**src/rtl/wb_gpio_led.sv**
```systemverilog
// Wishbone B3 classic GPIO/LED slave: output, direction, LED and interrupt mask
// registers, synchronized header inputs with rising-edge status capture.
module wb_gpio_led #(
    parameter int                   GPIO_WIDTH = 8,
    parameter int                   LED_WIDTH  = 3,
    parameter logic [LED_WIDTH-1:0] LED_RESET  = '0
) (
    input  logic                  wb_clk_i,
    input  logic                  wb_rst_n_i,
    input  logic [4:0]            wb_adr_i,
    input  logic [31:0]           wb_dat_i,
    input  logic [3:0]            wb_sel_i,
    input  logic                  wb_we_i,
    input  logic                  wb_cyc_i,
    input  logic                  wb_stb_i,
    output logic [31:0]           wb_dat_o,
    output logic                  wb_ack_o,
    input  logic [GPIO_WIDTH-1:0] gpio_i,
    output logic [GPIO_WIDTH-1:0] gpio_o,
    output logic [GPIO_WIDTH-1:0] gpio_oe_o,
    output logic [LED_WIDTH-1:0]  led_o,
    output logic                  irq_o
);

    localparam logic [2:0] ADR_OUT    = 3'd0;
    localparam logic [2:0] ADR_DIR    = 3'd1;
    localparam logic [2:0] ADR_IN     = 3'd2;
    localparam logic [2:0] ADR_LED    = 3'd3;
    localparam logic [2:0] ADR_MASK   = 3'd4;
    localparam logic [2:0] ADR_STATUS = 3'd5;

    logic [2:0]            reg_adr;
    logic                  req;
    logic                  wr;
    logic [31:0]           rdata;

    logic [GPIO_WIDTH-1:0] out_q;
    logic [GPIO_WIDTH-1:0] dir_q;
    logic [LED_WIDTH-1:0]  led_q;
    logic [GPIO_WIDTH-1:0] mask_q;
    logic [GPIO_WIDTH-1:0] status_q;
    logic [GPIO_WIDTH-1:0] sync1_q;
    logic [GPIO_WIDTH-1:0] sync2_q;
    logic [GPIO_WIDTH-1:0] prev_q;
    logic [GPIO_WIDTH-1:0] rise;
    logic [GPIO_WIDTH-1:0] clr;
    logic                  irq_q;

    // Handshake: a request is cyc & stb while ack is low; it is answered on
    // the same edge with ack=1 and registered read data, and ack is forced
    // low on the following edge, so a held strobe is served every other cycle.
    assign reg_adr = wb_adr_i[4:2];
    assign req     = wb_cyc_i & wb_stb_i & ~wb_ack_o;
    assign wr      = req & wb_we_i & wb_sel_i[0];

    always_comb begin
        rdata = '0;
        case (reg_adr)
            ADR_OUT:    rdata[GPIO_WIDTH-1:0] = out_q;
            ADR_DIR:    rdata[GPIO_WIDTH-1:0] = dir_q;
            ADR_IN:     rdata[GPIO_WIDTH-1:0] = sync2_q;
            ADR_LED:    rdata[LED_WIDTH-1:0]  = led_q;
            ADR_MASK:   rdata[GPIO_WIDTH-1:0] = mask_q;
            ADR_STATUS: rdata[GPIO_WIDTH-1:0] = status_q;
            default:    rdata = '0;
        endcase
    end

    always_ff @(posedge wb_clk_i or negedge wb_rst_n_i) begin
        if (!wb_rst_n_i) begin
            wb_ack_o <= 1'b0;
            wb_dat_o <= '0;
        end else begin
            wb_ack_o <= req;
            if (req) begin
                wb_dat_o <= rdata;
            end
        end
    end

    always_ff @(posedge wb_clk_i or negedge wb_rst_n_i) begin
        if (!wb_rst_n_i) begin
            out_q  <= '0;
            dir_q  <= '0;
            led_q  <= LED_RESET;
            mask_q <= '0;
        end else if (wr) begin
            case (reg_adr)
                ADR_OUT:  out_q  <= wb_dat_i[GPIO_WIDTH-1:0];
                ADR_DIR:  dir_q  <= wb_dat_i[GPIO_WIDTH-1:0];
                ADR_LED:  led_q  <= wb_dat_i[LED_WIDTH-1:0];
                ADR_MASK: mask_q <= wb_dat_i[GPIO_WIDTH-1:0];
                default:  ;
            endcase
        end
    end

    // Pins are sampled regardless of direction, so driven pins also capture edges.
    always_ff @(posedge wb_clk_i or negedge wb_rst_n_i) begin
        if (!wb_rst_n_i) begin
            sync1_q <= '0;
            sync2_q <= '0;
            prev_q  <= '0;
        end else begin
            sync1_q <= gpio_i;
            sync2_q <= sync1_q;
            prev_q  <= sync2_q;
        end
    end

    assign rise = sync2_q & ~prev_q;
    assign clr  = (wr && reg_adr == ADR_STATUS) ? wb_dat_i[GPIO_WIDTH-1:0] : '0;

    // A fresh edge beats a write-1-to-clear of the same bit in the same cycle.
    always_ff @(posedge wb_clk_i or negedge wb_rst_n_i) begin
        if (!wb_rst_n_i) begin
            status_q <= '0;
            irq_q    <= 1'b0;
        end else begin
            status_q <= (status_q & ~clr) | rise;
            irq_q    <= |(status_q & mask_q);
        end
    end

    assign gpio_o    = out_q;
    assign gpio_oe_o = dir_q;
    assign led_o     = led_q;
    assign irq_o     = irq_q;

endmodule

```
**config.mk**
```make
export PLATFORM = sky130hd
export DESIGN_NAME = wb_gpio_led
export DESIGN_NICKNAME = d
export VERILOG_FILES = /design/src/rtl/wb_gpio_led.sv
export SDC_FILE = /design/constraint.sdc
export NUM_CORES = 1
export LEC_CHECK = 0
export BUFFER_PORTS_ARGS = -buffer_cell sky130_fd_sc_hd__clkbuf_2
export CAP_MARGIN = 20
export CELL_PAD_IN_SITES_DETAIL_PLACEMENT = 1
export CELL_PAD_IN_SITES_GLOBAL_PLACEMENT = 2
export CORE_ASPECT_RATIO = 0.6
export CORE_MARGIN = 2
export CORE_UTILIZATION = 33
export DETAILED_ROUTE_END_ITERATION = 8
export HOLD_SLACK_MARGIN = 0.03
export PLACE_DENSITY_LB_ADDON = 0.1
export REMOVE_ABC_BUFFERS = 1
export SYNTH_ARGS = -nofsm -noshare
export SYNTH_HDL_FRONTEND = slang
export SYNTH_SLANG_ARGS = --single-unit
```
**constraint.sdc**
```tcl
create_clock -name wb_clk_i -period 2.73 [get_ports wb_clk_i]
set_input_delay 0.546 -clock wb_clk_i [delete_from_list [all_inputs] [get_ports wb_clk_i]]
set_output_delay 0.546 -clock wb_clk_i [all_outputs]
set_load 0.01 [all_outputs]
```
Word-level counts from Yosys, hierarchy flattened:

Index checks and enable logic that the tools add are counted.

* register bits: 69
* input port bits: 54
* output and inout port bits: 53
* logic and storage cells: 37

* equality and inequality tests: 5
* mux-type cells: 3
* bitwise gates (word level): 11
* reduce and logical (&&, ||, !) cells: 7

Operator list (number)
* case mux 5 bit (5 select lines): 1
* bitwise AND 8 bit: 3
* case mux 3 bit (6 select lines): 1
* NOT 8 bit: 2
* 2-to-1 mux 8 bit: 1
* bitwise OR 8 bit: 1
* AND reduction 2 bit: 4
* OR reduction 8 bit: 1
* == test 3 x 2 -> 1 bit (second input constant): 2
* == test 3 bit (second input constant): 2
* bitwise AND 1 bit: 4
* == test 3 x 1 -> 1 bit (second input constant): 1
* zero test 3 bit: 1
* logical AND 1 bit: 1
* NOT 1 bit: 1

Longest topological paths before layout:

* depth after elaboration: 9
* mapped depth: 6
* mapped depth without buffers: 5

Least setup slack after synthesis:

Ideal clock, no wire load.

* path kind: input -> register
* from: in wb_adr_i[4]
* to: reg dir_q[0] (netlist: gpio_oe_o[0])
* library setup time: 0.125 ns
* arrival: 1.802 ns
* required time: 2.605 ns
* slack: 0.803 ns
* stages on the path: 4
* path buffers: 1
* cells stage by stage: buf_6 or3_4 nor3b_4 mux2_2

* word-level cells in the longest chain between the ends: 2

RTL lines
* start: declaration: line 10 `input logic [4:0] wb_adr_i,`
* == test 3 x 1 -> 1 bit: line 88 `case (reg_adr)`
* AND reduction 2 bit (no source line)
* end signal: assignment: line 90 `ADR_DIR: dir_q <= wb_dat_i[GPIO_WIDTH-1:0];`
* end: declaration: line 38 `logic [GPIO_WIDTH-1:0] dir_q;`

Every way passes these cells.
A chain may end at the register's enable or synchronous reset.

Worst setup path after layout:

* from: reg wb_ack_o
* to: reg dir_q[4] (netlist: gpio_oe_o[4])

* word-level cells in the longest chain between the ends: 5

RTL lines
* start: declaration: line 17 `output logic wb_ack_o,`
* start signal: assignment: line 74 `wb_ack_o <= req;`
* NOT 1 bit: line 53 `assign req = wb_cyc_i & wb_stb_i & ~wb_ack_o;`
* bitwise AND 1 bit: line 53
* bitwise AND 1 bit (2 in a row): line 54 `assign wr = req & wb_we_i & wb_sel_i[0];`
* AND reduction 2 bit (no source line)

Every way passes these cells.

==> impl_metrics.tcl <==
set metrics [dict create \
    synth.avg_cell_area_um2 12.6 \
    cap_viol_max_count 0 \
    coreArea_mm2 0.00862 \
    crit_cells 4 \
    crit_end "gpio_oe_o[4]$_DFFE_PN0P_" \
    io_pins 107 \
    r2r-start "wb_ack_o$_DFF_PN0_" \
    port_buffers 53 \
    outcome "complete, no violations" \
    hold_viol_final 0 \
    reg2reg_depth 4 \
    finalCritPeriodShare_pct 79.3 \
    cp-start-kind "flip-flop" \
    synth_area_leaders "dfrtp_1 (58%), mux2_2 (14%), buf_4 (6.1%)" \
    slew_violations 0 \
    yosys_warnings 0 \
    clock_latency_ns 0.33 \
    dp_hpwl_mm 5.21 \
    routedWlPerCell_um 16.8 \
    final_nets 356 \
    p_leak_nw 1.76 \
    grt_start_max_net_pins 40 \
    finalSetupTns_ns 0 \
    synth_flop_cell "dfrtp_1" \
    place.gp.congestion 0.757 \
    tritoncts "done" \
    grt_pass1_vias 2051 \
    required_ns 2.93 \
    ir_drop_uv 291 \
    initial_core_util_pct 34.4 \
    ys_async_sr_fraction_pct 100 \
    worstHoldPathType "in2async" \
    route.detailed.drc 0 \
    slew_headroom_pct 53.0 \
    crit_path_max_fanout 8 \
    finalPower_mw 2.61 \
    slowest_delay_ns 0.55 \
    use_met3_pct 5.24 \
    powerDensity_mw_per_mm2 722 \
    grt_busiest_layer "met1" \
    fmax_mhz 462 \
    ctsResizeCount 0 \
    post_cts_buffers 0 \
    use_met1_pct 22.7 \
    tightest_slew_ns 0.705 \
    netlist_instances 235 \
    first_iter_violations 72 \
    crit_type "reg2reg" \
    post-synth-top-area-fraction_pct 58.2 \
    crit_family "simple AND/OR/NAND/NOR gates" \
    arrival_ns 2.36 \
    cts.htree.levels 3 \
    cts_root_buf "clkbuf_16" \
    yosys_register_bits 69 \
    diodes 0 \
    clock_sinks 69 \
    rrSetupSlack_ns 0.57 \
    synth_area_mm2 0.00297 \
    grt_pass1_wl_mm 11.4 \
    num_vias 1979 \
    synth_cell_types 30 \
    holdWs_ns 0.260 \
    grt_usage_pct 15.6 \
    synth_edf_count 0 \
    grtUsageMet2_pct 22.1 \
    slowest_stage "nor3b_4" \
    fin_worst_skew_ns 0.00825 \
    yosysMostFrequentCell "dfrtp_1" \
    post_dp_cell_area_mm2 0.00334 \
    layout-drive-gt1-share_pct 37.9 \
    end_kind "flip-flop" \
    postRouteAntennaNets 0 \
    grt.overflow.total 0 \
    antenna_found_initial 0 \
    timing.final.crit_period_ns 2.16 \
    clk_path_buf_depth 2 \
    dieWidth_um 126 \
    num_rows 26 \
    first_pass_iters 4 \
    drt_wl_total_mm 7.04 \
    setup_viol 0 \
    worst_r2r_endpoint "gpio_oe_o[4]$_DFFE_PN0P_" \
    cp.buffers_inverters 0 \
    cts_buffers 9 \
    area_growth_pct 21.7 \
    die-area_mm2 0.00980 \
    fp.dieH_um 77.5 \
    worstSetupStartpoint "wb_ack_o$_DFF_PN0_" \
    stdcell_area_mm2 0.00361 \
    rsz0062_at_grt "false" \
    synth_area_leader_cell "dfrtp_1" \
    ys_seq_area_share_pct 58.2 \
    hold_buffers 0 \
    clk_pin_slew_worst_paths_ns 0.06 \
    synth_top_cells_by_count "dfrtp_1 (69), mux2_2 (37), o21ai_0 (25)" \
    path_cells "nand3b_1, or3_4, nor3b_4, mux2_2" \
    viasPerCell 4.73 \
]
[flip-flops by register name, summed over array words and instances, names as in the netlist, 8 cells and up]
name       cells
sync2_q        8
prev_q         8
wb_dat_o       8
gpio_o         8
status_q       8
mask_q         8
gpio_oe_o      8
sync1_q        8
[how the worst min path moves through the flow]
stage	slack (ns)	to	startpoint
global route	0.31	sync1_q[3]$_DFF_PN0_	gpio_i[3]
finish	0.26	status_q[3]$_DFF_PN0_	wb_rst_n_i
floorplan	0.25	gpio_o[0]$_DFFE_PN0P_	wb_rst_n_i
detailed placement	0.34	sync2_q[1]$_DFF_PN0_	sync1_q[1]$_DFF_PN0_
CTS	0.29	status_q[3]$_DFF_PN0_	wb_rst_n_i
global placement	0.33	sync2_q[1]$_DFF_PN0_	sync1_q[1]$_DFF_PN0_
[layout make-up]
type	count	area [um2]
Fill cell	927	5010
Sequential cell	69	1730
Multi-Input combinational cell	140	1040
Timing Repair Buffer	64	360
Clock buffer	13	240
Tap cell	112	140
Inverter	18	67.6
Clock inverter	2	35.0
[stage by stage]
| step | util [%] | std cells | setup WS (ns) |
|---|---|---|---|
| floorplan | - | 227 | 0.594 |
| global placement | 38.7 | 403 | 0.414 |
| detailed placement | 38.7 | 403 | 0.359 |
| CTS | 41.9 | 418 | 0.536 |
| global route | 41.9 | 418 | 0.489 |
| finish | 41.9 | 418 | 0.566 |
[logic make-up (layout without fill, tap and decap cells)]
kind of cell	Yosys count	in the layout	synth area share (%)
DFF	69	69	58.2
AOI/OAI and AO/OA	51	51	10.4
buffers and inverters	49	97	9.61
muxes	43	43	16.1
and+or+nand+nor	22	22	5.69
other	1	24	0.126
[where the power goes]
group / switching, mW / internal, mW
clock network: 0.405 / 0.701
registers: 0.0617 / 1.12
logic: 0.173 / 0.150
[placed cells by master (no fill, tap or decap), drive strengths merged, types with 4 or more instances in the layout]
cell type / count
dfrtp: 69
buf: 12
a22oi: 8
nand2: 5
clkbuf: 65
o21a: 6
a21oi: 7
nand3b: 4
conb: 24
mux2i: 6
mux2: 37
o21ai: 25
inv: 17
[metal layers]
| layer | vias to the layer above | part of all wire, % |
|---|---|---|
| met5 | - | 0 |
| met4 | 0 | 1.1 |
| met1 | 999 | 50 |
| met2 | 58 | 43 |
| li1 | 913 | - |
| met3 | 9 | 5.9 |
(Power assumes the default switching activity.)
